[src/rtl/tcm_preload_pkg.sv]
// tcm_preload_pkg: FSM state codes, lane counts and default image geometry shared by the TCM preloader
package tcm_preload_pkg;

    localparam int ITCM_LANES     = 4;
    localparam int DTCM_LANES     = 8;
    localparam int DTCM_GROUP     = 16;

    localparam int ITCM_AW_DEF    = 12;
    localparam int DTCM_AW_DEF    = 10;
    localparam int ITCM_WORDS_DEF = 4096;
    localparam int DTCM_PAIRS_DEF = 1000;

    typedef logic [2:0] state_t;

    localparam state_t S_IDLE   = 3'd0;
    localparam state_t S_LOAD_I = 3'd1;
    localparam state_t S_LOAD_D = 3'd2;
    localparam state_t S_FIN    = 3'd3;
    localparam state_t S_DONE   = 3'd4;
    localparam state_t S_CSUM   = 3'd5;
    localparam state_t S_ERR    = 3'd6;

endpackage

[src/rtl/tcm_byte_packer.sv]
// tcm_byte_packer: little-endian byte shift-register packer producing ITCM_LANES- or LANES-byte words
module tcm_byte_packer import tcm_preload_pkg::*; #(
    parameter int LANES = DTCM_LANES
) (
    input  logic               CLK,
    input  logic               RST,
    input  logic               clr,
    input  logic               wide,
    input  logic               in_valid,
    input  logic [7:0]         in_data,
    output logic               full,
    output logic [8*LANES-1:0] word
);

    localparam int W = 8 * LANES;

    logic [W-1:0] sr;
    logic [W-1:0] nxt;
    logic [3:0]   cnt;
    logic [3:0]   last;

    // New bytes enter at the top so the first byte ends up in the lowest lane once the word is complete
    always_comb begin
        nxt  = {in_data, sr[W-1:8]};
        last = wide ? 4'(LANES - 1) : 4'(ITCM_LANES - 1);
        full = in_valid && cnt == last;
        word = wide ? nxt : nxt >> (W - 8 * ITCM_LANES);
    end

    // Shift in accepted bytes and restart the lane count whenever a word completes or a load restarts
    always_ff @(posedge CLK) begin
        if (RST || clr) begin
            sr  <= '0;
            cnt <= '0;
        end else if (in_valid) begin
            sr  <= nxt;
            cnt <= full ? 4'd0 : cnt + 4'd1;
        end
    end

endmodule

[src/rtl/tcm_preloader.sv]
// tcm_preloader: streams a boot image into ITCM and DTCM A/B banks, holding the core in reset until done;
// define TCM_PRELOAD_CHECKSUM_EN to require a trailing 32-bit byte-sum checksum after the image
module tcm_preloader import tcm_preload_pkg::*; #(
    parameter int ITCM_AW    = ITCM_AW_DEF,
    parameter int DTCM_AW    = DTCM_AW_DEF,
    parameter int ITCM_WORDS = ITCM_WORDS_DEF,
    parameter int DTCM_PAIRS = DTCM_PAIRS_DEF
) (
    input  logic               CLK,
    input  logic               RST,
    input  logic               start,
    input  logic               s_valid,
    input  logic [7:0]         s_data,
    output logic               s_ready,
    output logic               itcm_we,
    output logic [ITCM_AW-1:0] itcm_addr,
    output logic [31:0]        itcm_wdata,
    output logic               dtcm_a_we,
    output logic               dtcm_b_we,
    output logic [DTCM_AW-1:0] dtcm_addr,
    output logic [63:0]        dtcm_wdata,
    output logic               core_rst,
    output logic               busy,
    output logic               done,
    output logic               err
);

    localparam logic [ITCM_AW:0] I_LAST = (ITCM_AW + 1)'(ITCM_WORDS - 1);
    localparam logic [DTCM_AW:0] D_LAST = (DTCM_AW + 1)'(DTCM_PAIRS - 1);
`ifdef TCM_PRELOAD_CHECKSUM_EN
    localparam state_t S_TAIL = S_CSUM;
`else
    localparam state_t S_TAIL = S_FIN;
`endif

    state_t           state;
    logic [ITCM_AW:0] icnt;
    logic [DTCM_AW:0] pcnt;
    logic             half;
    logic             accept;
    logic             launch;
    logic             full;
    logic [63:0]      word;

    // Status and handshake depend only on the registered state, never on s_valid
    always_comb begin
        s_ready  = state == S_LOAD_I || state == S_LOAD_D || state == S_CSUM;
        busy     = s_ready || state == S_FIN;
        done     = state == S_DONE;
        core_rst = !done;
        accept   = s_valid && s_ready;
        launch   = start && !busy;
    end

    tcm_byte_packer #(.LANES(DTCM_LANES)) packer (
        .CLK      (CLK),
        .RST      (RST),
        .clr      (launch),
        .wide     (state == S_LOAD_D),
        .in_valid (accept),
        .in_data  (s_data),
        .full     (full),
        .word     (word)
    );

`ifdef TCM_PRELOAD_CHECKSUM_EN
    logic [31:0] sum;

    // Running byte sum of the image proper; the trailing checksum bytes are not added
    always_ff @(posedge CLK) begin
        if (RST || launch) sum <= '0;
        else if (accept && state != S_CSUM) sum <= sum + 32'(s_data);
    end

    assign err = state == S_ERR;
`else
    assign err = 1'b0;
`endif

    // Phase sequencing and one-cycle write strobes; the completing write also moves the FSM on
    always_ff @(posedge CLK) begin
        if (RST) begin
            state      <= S_IDLE;
            icnt       <= '0;
            pcnt       <= '0;
            half       <= 1'b0;
            itcm_we    <= 1'b0;
            itcm_addr  <= '0;
            itcm_wdata <= '0;
            dtcm_a_we  <= 1'b0;
            dtcm_b_we  <= 1'b0;
            dtcm_addr  <= '0;
            dtcm_wdata <= '0;
        end else begin
            itcm_we   <= 1'b0;
            dtcm_a_we <= 1'b0;
            dtcm_b_we <= 1'b0;
            if (launch) begin
                state <= S_LOAD_I;
                icnt  <= '0;
                pcnt  <= '0;
                half  <= 1'b0;
            end else if (state == S_FIN) begin
                state <= S_DONE;
            end else if (full && state == S_LOAD_I) begin
                itcm_we    <= 1'b1;
                itcm_addr  <= icnt[ITCM_AW-1:0];
                itcm_wdata <= word[31:0];
                icnt       <= icnt + (ITCM_AW + 1)'(1);
                if (icnt == I_LAST) state <= (DTCM_PAIRS == 0) ? S_TAIL : S_LOAD_D;
            end else if (full && state == S_LOAD_D) begin
                dtcm_addr  <= pcnt[DTCM_AW-1:0];
                dtcm_wdata <= word;
                dtcm_a_we  <= !half;
                dtcm_b_we  <= half;
                half       <= !half;
                if (half) begin
                    pcnt <= pcnt + (DTCM_AW + 1)'(1);
                    if (pcnt == D_LAST) state <= S_TAIL;
                end
            end
`ifdef TCM_PRELOAD_CHECKSUM_EN
            else if (full && state == S_CSUM) begin
                state <= (word[31:0] == sum) ? S_FIN : S_ERR;
            end
`endif
        end
    end

endmodule
[config.mk]
export PLATFORM = sky130hd
export DESIGN_NAME = tcm_preloader
export DESIGN_NICKNAME = d
export VERILOG_FILES = /design/src/rtl/tcm_preload_pkg.sv /design/src/rtl/tcm_byte_packer.sv /design/src/rtl/tcm_preloader.sv
export SDC_FILE = /design/constraint.sdc
export NUM_CORES = 1
export LEC_CHECK = 0
export CORE_UTILIZATION = 56
export DETAILED_ROUTE_END_ITERATION = 10
export GPL_ROUTABILITY_DRIVEN = 0
export MAX_ROUTING_LAYER = met4
export PLACE_DENSITY = 0.84
export SLEW_MARGIN = 15
export SYNTH_ARGS = -nofsm -noshare
export SYNTH_HDL_FRONTEND = slang
export SYNTH_SLANG_ARGS = --single-unit
[constraint.sdc]
create_clock -name CLK -period 4.55 [get_ports CLK]
set_clock_uncertainty 0.05 [all_clocks]
set_input_delay 0.455 -clock CLK [delete_from_list [all_inputs] [get_ports CLK]]
set_output_delay 0.455 -clock CLK [all_outputs]
set_load 0.01 [all_outputs]
# Word-level counts from Yosys, hierarchy flattened
# Cells that the tools add are included.
[word_totals]
ff_bits = 217
latch_bits = 0
ramBits = 0
mem_bits_ro = 0
input_bits = 12
wordCells = 76
n_memories = 0
[classes]
n_addsub = 3
multipliers = 0
div = 0
magnitude_cmp = 0
n_eq_ne = 11
shifts = 0
muxes = 11
bitwise_logic = 4
reduce_logical = 32
[ops]
columns = ["cell", "n"]
rows = [
  ["$mux 64", 1],
  ["$mux 3", 7],
  ["$reduce_and 4->1", 5],
  ["$add 13x1->13 const B", 1],
  ["$eq 13x12->1 const B", 1],
  ["$reduce_bool 4->1", 3],
  ["$add 11x1->11 const B", 1],
  ["$eq 11x10->1 const B", 1],
  ["$reduce_bool 3->1", 3],
  ["$eq 3x2->1 const B", 2],
  ["$eq 3x3->1 const B", 2],
  ["$reduce_and 3->1", 2],
  ["$reduce_bool 2->1", 3],
  ["$logic_and 1x1->1", 5],
  ["$reduce_or 5->1", 1],
  ["$add 4x1->4 const B", 1],
  ["$eq 4x4->1", 1],
  ["$logic_or 1x1->1", 4],
  ["$mux 4", 1],
  ["$ne 4x2->1 const B", 1],
  ["$not 1->1", 4],
  ["$eq 3x1->1 const B", 1],
  ["$logic_not 1->1", 3],
  ["$ne 3x2->1 const B", 1],
  ["5 further kinds", 6],
]

# Depth between registers and ports, before layout
# Gate-level depths: netlist of run 1.
[logic_depth]
depth_word = 10
depth_mapped = 8
ltp_nobuf = 5

# Hierarchy
# Synthesis of run 1 repeated with hierarchy kept, for this count alone.
[unflattened]
cells_unflattened = 957
area_unflattened_um2 = 8276.7
[modules_own_cells]
columns = ["mod", "instances", "cells_each", "area_each_um2", "seq_area_each_um2"]
rows = [
  ["tcm_preloader", 1, 682, 5496.5, 2982.9],
  ["tcm_byte_packer", 1, 275, 2780.2, 1201.2],
]

# Worst setup path after synthesis of run 1
# OpenSTA, ideal clock, no wires.
[synth_timing]
path_kind = "register to register"
from = "reg packer.cnt[2]"
to = "reg state[1]"
setup_time_ps = 70
arrival_ps = 2137
t_required_ps = 4430
setup_slack_ps = 2292
stages_incl_launch_ff = 8
n_path_buf = 3
synth_period_minus_slack_ps = 2258
cell_sequence = "dfxtp_1 -> buf_2 -> or4b_1 -> buf_2 -> or4_1 -> buf_2 -> or3_1 -> a21oi_1"
[synth_between]
elab_chain_cells = 5
word_cells_on_any_way = 10
classes_between = "eq/ne: 2; mux: 1; reduce/logical: 7"
[synth_rtl]
columns = ["element", "line", "rtl"]
rows = [
  ["from (decl)", "tcm_byte_packer.sv:19", "logic [3:0] cnt;"],
  ["from (signal assigned)", "tcm_byte_packer.sv:37", "cnt <= full ? 4'd0 : cnt + 4'd1;"],
  ["$eq 4x4->1 (*)", "tcm_byte_packer.sv:26", "full = in_valid && cnt == last;"],
  ["$logic_and 1x1->1 (*)", "tcm_byte_packer.sv:26", ""],
  ["$logic_and 1x1->1, on equally long branches", "tcm_preloader.sv:105, tcm_preloader.sv:111", ""],
  ["$ne 2x1->1 (no line) / $reduce_bool 2->1 (equally long branches)", "-", ""],
  ["$reduce_and 4->1 (no line)", "-", ""],
  ["to (signal assigned)", "tcm_preloader.sv:110", "if (icnt == I_LAST) state <= (DTCM_PAIRS == 0) ? S_TAIL : S_LOAD_D;"],
  ["to (decl)", "tcm_preloader.sv:36", "state_t state;"],
]
# Mark *: on every way between the ends. The rest lies on a longest branch, timed or not.
# A chain may end at the register's enable or synchronous reset.

# Worst setup path in the final report of run 1
[layout_timing]
from = "reg state[1]"
to = "out s_ready"
[layout_between]
elab_chain_cells = 3
word_cells_on_any_way = 5
classes_between = "eq/ne: 3; reduce/logical: 2"
[layout_rtl]
columns = ["element", "line", "rtl"]
rows = [
  ["$eq 3x1->1 / $eq 3x2->1 (equally long branches)", "tcm_preloader.sv:47", "s_ready = state == S_LOAD_I || state == S_LOAD_D || state == S_CSUM;"],
  ["$logic_or 1x1->1", "tcm_preloader.sv:47", ""],
  ["$logic_or 1x1->1 (*)", "tcm_preloader.sv:47", ""],
  ["to (decl)", "tcm_preloader.sv:14", "output logic s_ready,"],
]
# Marked as above.

==> results.md, run 1 <==
Final layout:
- The finished layout holds about 1,300 standard cells, fillers aside.
- Measured on the finished design, the core utilization comes to 0.731.
- The post-layout net count is between 1,000 and 1,500.
- Of the cells placed in the final design, the portion with a size suffix greater than 1 is 0.0440.
- The number of diodes is 0.
- The area growth from synthesis to layout is 25.8%.

Clock tree:
- The maximum level of the CTS H-tree is 1.
- The clock passes through at most 3 buffers.
- After clock tree synthesis, the setup repair step added 0 buffers.
- Gates resized during post-CTS repair numbered 0.
- The clock insertion delay at the later pin of the skew report is ~480 ps.
- Counting every sink on the clock net gives 209.
- The CTS buffer count is 21.
- The root buffer cell is sky130_fd_sc_hd__clkbuf_16.
- Clock-pin slew was measured on the worst setup and hold paths at ~60 ps.
- The count of hold buffers inserted by post-cts repair is 0.
- TritonCTS built the clock tree.

STA:
- Derived from the worst setup path, the maximum achievable clock frequency is around 320 MHz.
- The actual transition at the worst max-transition pin is 1240 ps.
- Measured against its own limit, the worst slew margin works out to 0.171.
- The final hold violation count is 0.
- The final period demand of the worst path is roughly 3100 ps.
- The number of slew-limit violations in the final report is 0.
- Setup repair after global routing left no endpoint under its margin.
- Dividing the final minimum period by the clock period gives 0.688.
- Setup total negative slack on the finished layout was measured at 0 ps.
- Setup violations remaining at the end of the flow were counted as 0.

Hold path:
- The worst hold path belongs to the class flip-flop to flip-flop.
- The worst hold path passes through 2 cells.

Power:
- Of the total power, registers draw 0.522.
- The relative contribution of combinational cells to total power is 0.030.
- The maximum vdd ir drop is 0.000249 V.
- The power spent charging and discharging nets is roughly 740 µW.
- The cell leakage power is 3.01 nW.
- The total power consumption of the routed design is between 3 and 4 mW.
- The internal power consumption is around 2.8 mW.
- Of the total power, the clock network draws 0.448.
- The power per standard cell area is between 300 and 400 nW/µm².
- The switching portion of total power is 0.210.

Global route:
- The number of global-route vias before repair is 6,486.
- The initial antenna violation count is 0.
- The first global-routing pass estimated 32.7 mm of wire.
- The largest net degree at the start of global routing is 67.
- The residual overflow from global routing is 0.
- In the global route stage, overall resource usage came out at 0.289.

Setup path:
- STA classifies the critical path endpoint as an output port.
- The category of the critical setup timing path is flip-flop to output port.
- The required time of the worst setup path is 4050 ps.
- The depth of the worst register-to-register path is 5.
- For the worst setup path, the data arrival time is ~2600 ps.
- Along the worst path, the maximum fanout reaches 44.
- STA classifies the critical path startpoint as a flip-flop.

Route:
- The total iterations of the first detailed-routing run is 5.
- The overall routed net length is a little over 20 mm.
- The routed layout has roughly 7,200 vias.
- After detailed routing, the number of remaining DRC violations is 0.
- The number of vias per cell is roughly 5.7.
- After detailed routing, the average wire length per cell comes to around 16 µm.
- The count of antenna-violating nets left after detailed routing is 0.
- The starting DRC count in detailed routing is 607.

Yosys:
- Yosys instantiated no cell more often than sky130_fd_sc_hd__nand2_1.
- After synthesis, the netlist uses 40 different library cells.
- The count of synthesis-stage warnings from yosys is 0.
- The share of flip-flops with an asynchronous set or reset is 0.
- The leading register cell type out of synthesis is sky130_fd_sc_hd__dfxtp_1.
- Summing every instance area after synthesis gives 7790 µm².
- The post-synthesis cell type with the largest combined area is sky130_fd_sc_hd__dfxtp_1.
- In this run, synthesis produced a sequential element count of about 210.
- Averaged over all synthesized cells, the footprint is 7.87 µm².
- The net count after synthesis is between 1,000 and 1,500.
- Synthesis produced 990 cells.
- Yosys mapped a number of flops with a built-in enable equal to 0.
- In the synthesized netlist, the cells that appear most often are sky130_fd_sc_hd__nand2_1, sky130_fd_sc_hd__dfxtp_1, sky130_fd_sc_hd__a21oi_1.
- Of the synthesized area, sequential elements account for 0.537.
- Ranked by total cell area, the synthesized netlist is headed by sky130_fd_sc_hd__dfxtp_1, sky130_fd_sc_hd__nand2_1, sky130_fd_sc_hd__a21oi_1.
- Of the post-synthesis cell area, the dominant cell type holds 0.537.

Floorplan:
- The die covers roughly 14,000 µm².
- The chip width is ~120 µm.
- The floorplan has 42 rows.
- During I/O placement, the number of pins put on the boundary was around 140.
- The effective utilization at floorplan is 0.581.
- The area inside the core boundary is between 10,000 and 15,000 µm².
- The die is 120 µm tall.

Placement:
- The number of cells in the design after placement is about 1,200.
- Input and output buffers added on the ports amount to around 140.
- After legalization and detailed placement, the total HPWL measured around 14 mm.

Flow run:
- Across the run, the number of max-cap violations was 0.

Outcome:
- The flow ran to the end, and the final reports show no timing, DRC or antenna violations.
[power by group through the flow]
stage | Clock (mW) | Sequential [mW] | Combinational, mW
3_5_place_dp | 0 | 1.88 | 0.103
4_1_cts | 1.58 | 1.84 | 0.104
6_report | 1.58 | 1.84 | 0.105
5_1_grt | 1.67 | 1.84 | 0.113
3_3_place_gp | 0 | 1.88 | 0.103
2_1_floorplan | 0 | 1.88 | 0.0681
[worst paths after layout]
| check | to | slack [ps] | from |
|---|---|---|---|
| worst min register to register | itcm_addr[10]$_SDFFE_PP0P_ | 400 | itcm_addr[10]$_SDFFE_PP0P_ |
| worst min-delay path | itcm_addr[10]$_SDFFE_PP0P_ | 400 | itcm_addr[10]$_SDFFE_PP0P_ |
| worst max-delay path | s_ready | 1420 | state[1]$_SDFFE_PP0P_ |
| worst max register to register | dtcm_wdata[62]$_SDFFE_PP0P_ | 1480 | state[1]$_SDFFE_PP0P_ |
[registers in the layout, summed over array words and instances (netlist names)]
signal and flops:
packer.cnt 4, pcnt 11, itcm_wdata 32, icnt 13
state 3, half 1, packer.sr 56, dtcm_a_we 1
dtcm_b_we 1, itcm_we 1, itcm_addr 12, dtcm_addr 10
dtcm_wdata 64
[through the flow]
| step | hold WS, ps | setup WS (ps) | instance area [µm²] |
|---|---|---|---|
| floorplan | 395 | 2290 | 7790 |
| global placement | 391 | 1500 | 9200 |
| detailed placement | 396 | 1410 | 9200 |
| CTS | 405 | 1460 | 9800 |
| global route | 424 | 1330 | 9800 |
| finish | 404 | 1420 | 9800 |
[metal layers]
| layer | vias to the layer above | share of wire | track usage |
|---|---|---|---|
| met2 | 321 | 0.48 | 0.467 |
| li1 | 3460 | - | - |
| met3 | 35 | 0.073 | 0.0347 |
| met1 | 3378 | 0.43 | 0.385 |
| met5 | - | 0 | - |
| met4 | 0 | 0.017 | 0.0766 |
[layout make-up]
cell class	instances	area [µm²]
Clock buffer	28	572
Clock inverter	2	35.0
Fill cell	1050	3600
Inverter	7	26.3
Multi-Input combinational cell	698	3320
Sequential cell	209	4180
Tap cell	176	220
Timing Repair Buffer	146	1450
[layout by cell type (no fill, tap or decap), types with 5 or more instances in the layout]
cell,count
sky130_fd_sc_hd__clkbuf_1,5
sky130_fd_sc_hd__a21oi_1,158
sky130_fd_sc_hd__clkbuf_16,21
sky130_fd_sc_hd__nor2_1,48
sky130_fd_sc_hd__or3_1,10
sky130_fd_sc_hd__nand3_1,10
sky130_fd_sc_hd__o21ai_0,10
sky130_fd_sc_hd__clkdlybuf4s50_1,135
sky130_fd_sc_hd__nor4_1,5
sky130_fd_sc_hd__nor3_1,7
sky130_fd_sc_hd__xnor2_1,14
sky130_fd_sc_hd__inv_1,7
sky130_fd_sc_hd__nand2_1,363
sky130_fd_sc_hd__buf_4,10
sky130_fd_sc_hd__dfxtp_1,209
sky130_fd_sc_hd__a311oi_1,32
[critical path: stages, from the launching register on]
cell,delay [ps]
sky130_fd_sc_hd__dfxtp_1,460
sky130_fd_sc_hd__or3b_2,880
sky130_fd_sc_hd__nand2_1,250
sky130_fd_sc_hd__clkdlybuf4s50_1,560
[cells by family (layout without fill, tap and decap cells)]
family	Yosys count	after routing	share of synthesized area
other	1	1	0.000481
and+or+nand+nor	470	470	0.245
buffers and inverters	83	183	0.0413
AOI/OAI and AO/OA	209	209	0.154
xor gates and xnor gates	14	14	0.0157
muxes	1	1	0.00128
adders and majority gates	3	3	0.00482
DFF	209	209	0.537
Note: power is estimated with default switching activity, not from simulation.
==> inputs of run 2 (changes only) <==
- CORE_UTILIZATION: 56 -> 47
- PLACE_DENSITY: 0.84 -> 0.75
- clock period: 4.55 -> 2.77 ns (I/O delays scaled with it)
==> run 2 against run 1 <==
  * Critical path type unchanged
  * Worst hold slack worse by 160 ps
  * Core utilization down 11 points
  * Sequential cell count unchanged
  * Sequential share of layout area shrank 1.0 points
  * Clock-buffer cell count is 2 higher
  * Routed wire length increased by 1.6%
  * Die area increased by 19%
  * Register-to-register slack got worse by 1200 ps
  * Power increased by 71%
==> results.md, run 2 (synthesis results as in run 1) <==
Global route:
- The overall global routing resource usage is 0.253.
- The initial antenna violation count was 0.
- The residual overflow from global routing is 0.
- The number of global-route vias before repair is 6,277.
- Entering global routing, the biggest net connects between 60 and 70 pins.
- The global-route wire length before repair is about 33 mm.

Setup path:
- The maximum fanout along the worst path is 12.
- Walking the worst path, the cells encountered are or3b_2, nand2_1, clkdlybuf4s50_1.
- Counting both buffers and inverters, the worst setup path holds a total of 1.
- For the worst setup path, the data required time is 2440 ps.
- The worst-path cell with the longest stage delay is sky130_fd_sc_hd__or3b_2.
- STA classifies the critical path endpoint as an output port.
- The critical path is of the flip-flop to output port type.
- The startpoint kind of the worst setup timing path is a flip-flop.
- The largest single stage delay on the critical path is 620 ps.
- The data arrival at the endpoint of the critical path is between 2000 and 2500 ps.
- Grouping stages by cell kind, the critical path spends the most delay in simple AND/OR/NAND/NOR gates.

Floorplan:
- The initial utilization of the core area, before any placement, comes to 0.485.
- The floorplan row count is 46.
- The die is about 130 µm wide.
- The area inside the core boundary is 16,100 µm².
- The die is ~130 µm tall.
- The number of top-level pins is 138.
- The die area is 17,100 µm².

Placement:
- The number of buffers inserted by port buffering is around 140.
- The number of cells in the design after placement is 1,283.
- In this run the cell area measured after placement is about 9300 µm².
- The pre-CTS setup slack is around 330 ps.
- The placed wire-length estimate is ~14 mm.

Route:
- The number of vias per cell is about 5.4.
- In the final routed layout, each cell accounts on average for between 15 and 20 µm.
- The total vias in the final route is a little over 7,000.
- The overall routed net length is 21.0 mm.
- For this run, the detailed router's first-pass iteration total came to 5.
- The residual DRC count is 0.
- The count of antenna-violating nets left after detailed routing is 0.
- The starting DRC count in detailed routing is 543.

STA:
- The final period demand of the worst path is about 2600 ps.
- Setup repair after global routing left no endpoint under its margin.
- The count of final setup violators is 0.
- The fmax is roughly 390 MHz.
- The worst-case setup margin in the final layout is about 210 ps.
- The final hold violation count is 0.
- The final-layout worst hold slack is about 250 ps.
- In this run the tightest slew margin relative to its limit is 0.548.
- The number of slew-limit violations in the final report is 0.
- The part of the cycle the worst path needs is 0.924.
- At the pin with the least slew margin, the transition time is around 680 ps.
- The setup TNS after final layout is 0 ps.

Clock tree:
- The CTS tree is yes.
- The clock-pin slew reported for the worst setup and hold paths after clock tree synthesis is about 60 ps.
- In this run the post-CTS setup repair buffer count came out at 0.
- The post-cts sizing count is 0.
- The CTS buffer count is 22.
- For this design, the sink count on the clock tree is between 200 and 250.
- CTS placed an instance of sky130_fd_sc_hd__clkbuf_16 at the clock tree root.
- The clock insertion delay at the later pin of the skew report is 500 ps.
- The longest clock path from root to sink contains 3 buffers.
- The maximum level of the CTS H-tree is 1.
- Buffers inserted to repair hold after CTS numbered 0.

Final layout:
- For this run, the post-layout net count is 1,106.
- The top cell types in the final layout, fill and taps aside, are sky130_fd_sc_hd__nand2_1, sky130_fd_sc_hd__dfxtp_1, sky130_fd_sc_hd__a21oi_1.
- The register area is ~4200 µm².
- The share of the core filled with cells is 0.625.
- From synthesis to final layout, the design area changed by 28.9%.
- With fillers left out, the area of the finished cells amounts to about 10,000 µm².
- The finished layout holds around 1,300 standard cells, fillers aside.
- The footprint of the multi-input gates is roughly 3300 µm².
- Ranked by flip-flop count, first place goes to dtcm_wdata.
- Counting the fill cells in the layout gives between 1,000 and 1,500.
- The largest registers in the layout are dtcm_wdata: 64 flops, packer.sr: 56 flops, itcm_wdata: 32 flops.
- Of the cells placed in the final design, the portion with a size suffix greater than 1 is 0.0561.
- 0 antenna diodes ended up in the layout.
- Leaving out fill and tap cells, the most frequent cell in the layout is sky130_fd_sc_hd__nand2_1.
- The number of flip-flops in the largest register is 64.

Power:
- The worst-case IR drop observed on VDD is 0.000566 V.
- The power spent charging and discharging nets is 1.32 mW.
- Of the total power, registers draw 0.502.
- Of the total power, combinational logic draws 0.030.
- Dividing total power by cell area gives a power density of between 500 and 600 nW/µm².
- Of the total power, the share spent switching nets is 0.219.
- The relative contribution of the clock network to total power is 0.469.
- The analysis attributes to cell leakage a power of 3.08 nW.
- Cell internal power was estimated by the tool at roughly 4.7 mW.
- Summing internal, switching and leakage power gives 6.03 mW.

Outcome:
- The run finished with clean final reports.

Hold path:
- The tightest min-delay check is of the input port to flip-flop type.

Flow run:
- The max-capacitance violation count is 0.
## run 2: changes by cell type in the layout (fill, tap and decap cells not counted), moves of 2 or more
cell and change:
sky130_fd_sc_hd__buf_4 +3, sky130_fd_sc_hd__clkinvlp_4 +3, sky130_fd_sc_hd__clkbuf_16 +2, sky130_fd_sc_hd__clkinv_2 +2, sky130_fd_sc_hd__buf_12 +4
## run 2: cell type report
cell class / count / area share
clock buffers: 30 / 0.0609
multi-input cells: 698 / 0.330
inverters: 7 / 0.00262
well taps: 216 / 0.0269
flip-flops and latches: 209 / 0.417
clock inverters: 8 / 0.00835
repair buffers: 153 / 0.154
## run 2: path summary, 6_finish.rpt
path	depth (start not counted)	slack (ps)	startpoint	end
worst max register to register	4	290	state[0]$_SDFFE_PP0P_	state[1]$_SDFFE_PP0P_
worst min register to register	2	400	itcm_addr[1]$_SDFFE_PP0P_	itcm_addr[1]$_SDFFE_PP0P_
worst min-delay path	5	250	RST	state[0]$_SDFFE_PP0P_
worst max-delay path	3	210	state[1]$_SDFFE_PP0P_	s_ready
## run 2: metal layers
| layer | track usage | share of wire |
|---|---|---|
| met4 | 0.0865 | 0.029 |
| met2 | 0.393 | 0.45 |
| met1 | 0.337 | 0.44 |
| met5 | - | 0 |
| met3 | 0.0358 | 0.071 |
## run 2: power groups by stage
stage	Clock (mW)	Sequential [mW]	Combinational [mW]
finish	2.82	3.02	0.180
global route	2.99	3.02	0.195
global placement	0	3.09	0.180
detailed placement	0	3.09	0.179
floorplan	0	3.08	0.112
CTS	2.86	3.02	0.179
## run 2: worst register-to-register path, delay by kind of cell (launching register included)
| family | cells | cell delay [ps] |
|---|---|---|
| simple gates | 3 | 1740 |
| flops | 1 | 450 |
| compound gates | 1 | 170 |
==> inputs of run 3 (changes only) <==
- CORE_MARGIN: not set -> 4
==> run 3 against run 2 <==
  * Core utilization grew 0.19 points
  * Sequential cell count stayed put
  * Combinational power is essentially flat
  * Sequential share of layout area is 0.13 points lower
  * Via count is 1.1% lower
  * Critical path type unchanged
  * Largest power group unchanged
  * Register-to-register slack about the same
  * Design area grew 0.31%
  * Final cell count is 0.23% lower
  * Largest cell class unchanged
  * Sequential power about the same
  * Critical endpoint unchanged
  * Critical path depth rose by 1
==> results.md, run 3 (synthesis results as in run 1) <==
Outcome:
- The flow ran to the end, and the final reports show no timing, DRC or antenna violations.

Final layout:
- Leaving out fill and tap cells, the most frequent cell in the layout is sky130_fd_sc_hd__nand2_1.
- The non-filler instance count after layout is about 1,300.
- The largest registers in the layout are dtcm_wdata: 64 flops, packer.sr: 56 flops, itcm_wdata: 32 flops.
- In the final design database the tool counted 1,103 nets.
- The register with the highest flop count is dtcm_wdata.
- In the layout the commonest cells are sky130_fd_sc_hd__nand2_1, sky130_fd_sc_hd__dfxtp_1, sky130_fd_sc_hd__a21oi_1.
- Compared with the post-synthesis result, the final layout area differs by 29.3%.
- The repair_antennas step left the layout with diodes totalling 0.
- In the final layout, the share of cells above drive strength 1 is 0.0563.
- The number of flip-flops in the largest register is 64.

STA:
- Setup total negative slack on the finished layout was measured at 0 ps.
- The number of slew-limit violations in the final report was 0.
- The final hold violation count came to 0.
- The tightest hold path in the finished design has a slack of 229 ps.
- The final period demand of the worst path is around 2600 ps.
- At the pin with the least slew margin, the transition time is a little over 700 ps.
- The remaining max-slew budget at the tightest pin is 0.524.
- Based on the critical path, the design can be clocked at up to 380 MHz.
- Setup repair after global routing left no endpoint under its margin.
- Setup violations remaining at the end of the flow were counted as 0.
- Of the available clock period, the critical path in the final layout requires 0.949.

Power:
- For this design the static power due to leakage is between 3 and 4 nW.
- The switching portion of total power is 0.207.
- Dividing total power by cell area gives a power density of between 600 and 700 nW/µm².
- For this design the total switching power over the nets is about 1.3 mW.
- After layout, the design draws a total of 6.17 mW.
- The share of total power dissipated in sequential elements is 0.490.
- The share of total power dissipated in the clock network is 0.481.
- The share of total power dissipated in combinational logic is 0.029.
- The maximum vdd ir drop is 0.000466 V.
- The internal power consumption is 4.89 mW.

Route:
- The residual DRC count is 0.
- The overall routed net length is 21.0 mm.
- The count of antenna-violating nets left after detailed routing is 0.
- The post-detailed-route wirelength per cell is between 15 and 20 µm.
- The starting DRC count in detailed routing is 547.
- The first TritonRoute pass finished after 5 iterations.
- Summing over every cut layer, the via total after detailed routing is ~7,000.
- The number of vias per cell is 5.32.

Setup path:
- For the worst flop-to-flop path, the logic depth is 4.
- The startpoint kind of the worst setup timing path is a flip-flop.
- The most critical setup path has its startpoint at state[1]$_SDFFE_PP0P_.
- The critical register-to-register path startpoint is state[0]$_SDFFE_PP0P_.
- In this run the critical register-to-register path is captured at state[1]$_SDFFE_PP0P_.
- The critical path endpoint is s_ready.
- By startpoint and endpoint, the worst setup path is classified as flip-flop to output port.
- The worst register-to-register path has a setup slack of ~300 ps.
- The worst setup path is captured at an output port.
- STA puts the critical path data arrival time at between 2000 and 2500 ps.
- STA puts the critical path data required time at about 2400 ps.
- The maximum fanout along the worst path is 36.

Clock tree:
- The tree is rooted in a sky130_fd_sc_hd__clkbuf_16.
- CTS built an H-tree with a depth of 1.
- In this run the deepest clock path goes through 3 buffers.
- The post-CTS setup buffer count is 0.
- The clock net in this run drives a total of 209 sinks.
- TritonCTS built the clock tree.
- The clock insertion delay at the later pin of the skew report is slightly below 500 ps.
- The clock-pin slew reported for the worst setup and hold paths after clock tree synthesis is approximately 60 ps.
- The number of clock buffers added by TritonCTS is 22.
- The count of hold buffers inserted by post-cts repair is 0.

Floorplan:
- For this configuration, the core starts out at a cell density of 0.485.
- The floorplan step defined a die boundary enclosing around 19,000 µm².
- For this design the top-level I/O count stands at about 140.
- The floorplan row count is 46.
- The area inside the core boundary is 16,100 µm².
- The chip width is 137 µm.
- The vertical die dimension is around 140 µm.

Global route:
- The initial antenna violation count is 0.
- The global-route wire length before repair is 34.3 mm.
- The residual overflow from global routing is 0.
- The number of global-route vias before repair came to ~6,700.
- The largest net degree at the start of global routing is 76.
- In the global route stage, overall resource usage came out at 0.232.

Placement:
- The placed wire-length estimate is roughly 14 mm.
- During placement, the flow inserted port buffers numbering 136.
- The number of cells in the design after placement is around 1,300.

Flow run:
- Across the run, the number of max-cap violations was 0.

Hold path:
- The startpoint identified for the worst hold timing path is RST.
- In this run the worst hold path is classified as input port to flip-flop.
[run 3: cell count changes in the layout (fill, tap and decap cells not counted), sizes merged]
| cell | change |
|---|---|
| clkbuf | +1 |
| buf | -3 |
| clkinvlp | -2 |
| bufinv | +1 |
[run 3: final cells by class]
type / instances / area, µm²
Fill cell: 1401 / 5980
Sequential cell: 209 / 4180
Multi-Input combinational cell: 698 / 3320
Timing Repair Buffer: 150 / 1530
Clock buffer: 31 / 656
Tap cell: 216 / 270
Clock inverter: 7 / 87.6
Inverter: 7 / 26.3
[run 3: power by group through the flow]
stage               registers [mW]  clock network [mW]  logic (mW)
global route                  3.02                3.14       0.197
detailed placement            3.09                   0       0.179
CTS                           3.02                3.01       0.179
floorplan                     3.08                   0       0.112
finish                        3.02                2.96       0.179
global placement              3.09                   0       0.178
[run 3: timing repair]
action,CTS,global route
endpoints found under the setup margin,1,0
hold endpoints to repair,0,0
resized for setup,2,0
[run 3: metal layers]
layer	up-vias	global-route usage	share of wire
li1	3485	-	-
met1	3263	0.324	0.45
met2	234	0.359	0.46
met3	35	0.0331	0.073
met4	0	0.0554	0.019
met5	-	-	0
[run 3: per-stage QoR]
stage,setup slack (ps),instance area [µm²],utilization
final,141,10100,0.627
after global routing,57.1,10100,0.627
after floorplan,512,7790,-
after global placement,307,9330,0.581
after detailed placement,238,9330,0.581
after CTS,110,10100,0.627
[run 3: worst max-delay path, stage by stage (launching register included)]
cell	delay, ps
sky130_fd_sc_hd__dfxtp_1	430
sky130_fd_sc_hd__or3b_4	490
sky130_fd_sc_hd__buf_6	220
sky130_fd_sc_hd__nand2_1	120
sky130_fd_sc_hd__clkdlybuf4s50_1	540
[run 3: worst min-delay path by stage]
stage,to,depth (start not counted)
5_1_grt,dtcm_wdata[1]$_SDFFE_PP0P_,2
6_report,dtcm_wdata[0]$_SDFFE_PP0P_,2
2_1_floorplan,packer.sr[56]$_SDFFE_PP0P_,2
3_5_place_dp,itcm_addr[10]$_SDFFE_PP0P_,2
3_3_place_gp,itcm_addr[9]$_SDFFE_PP0P_,2
4_1_cts,dtcm_wdata[0]$_SDFFE_PP0P_,2
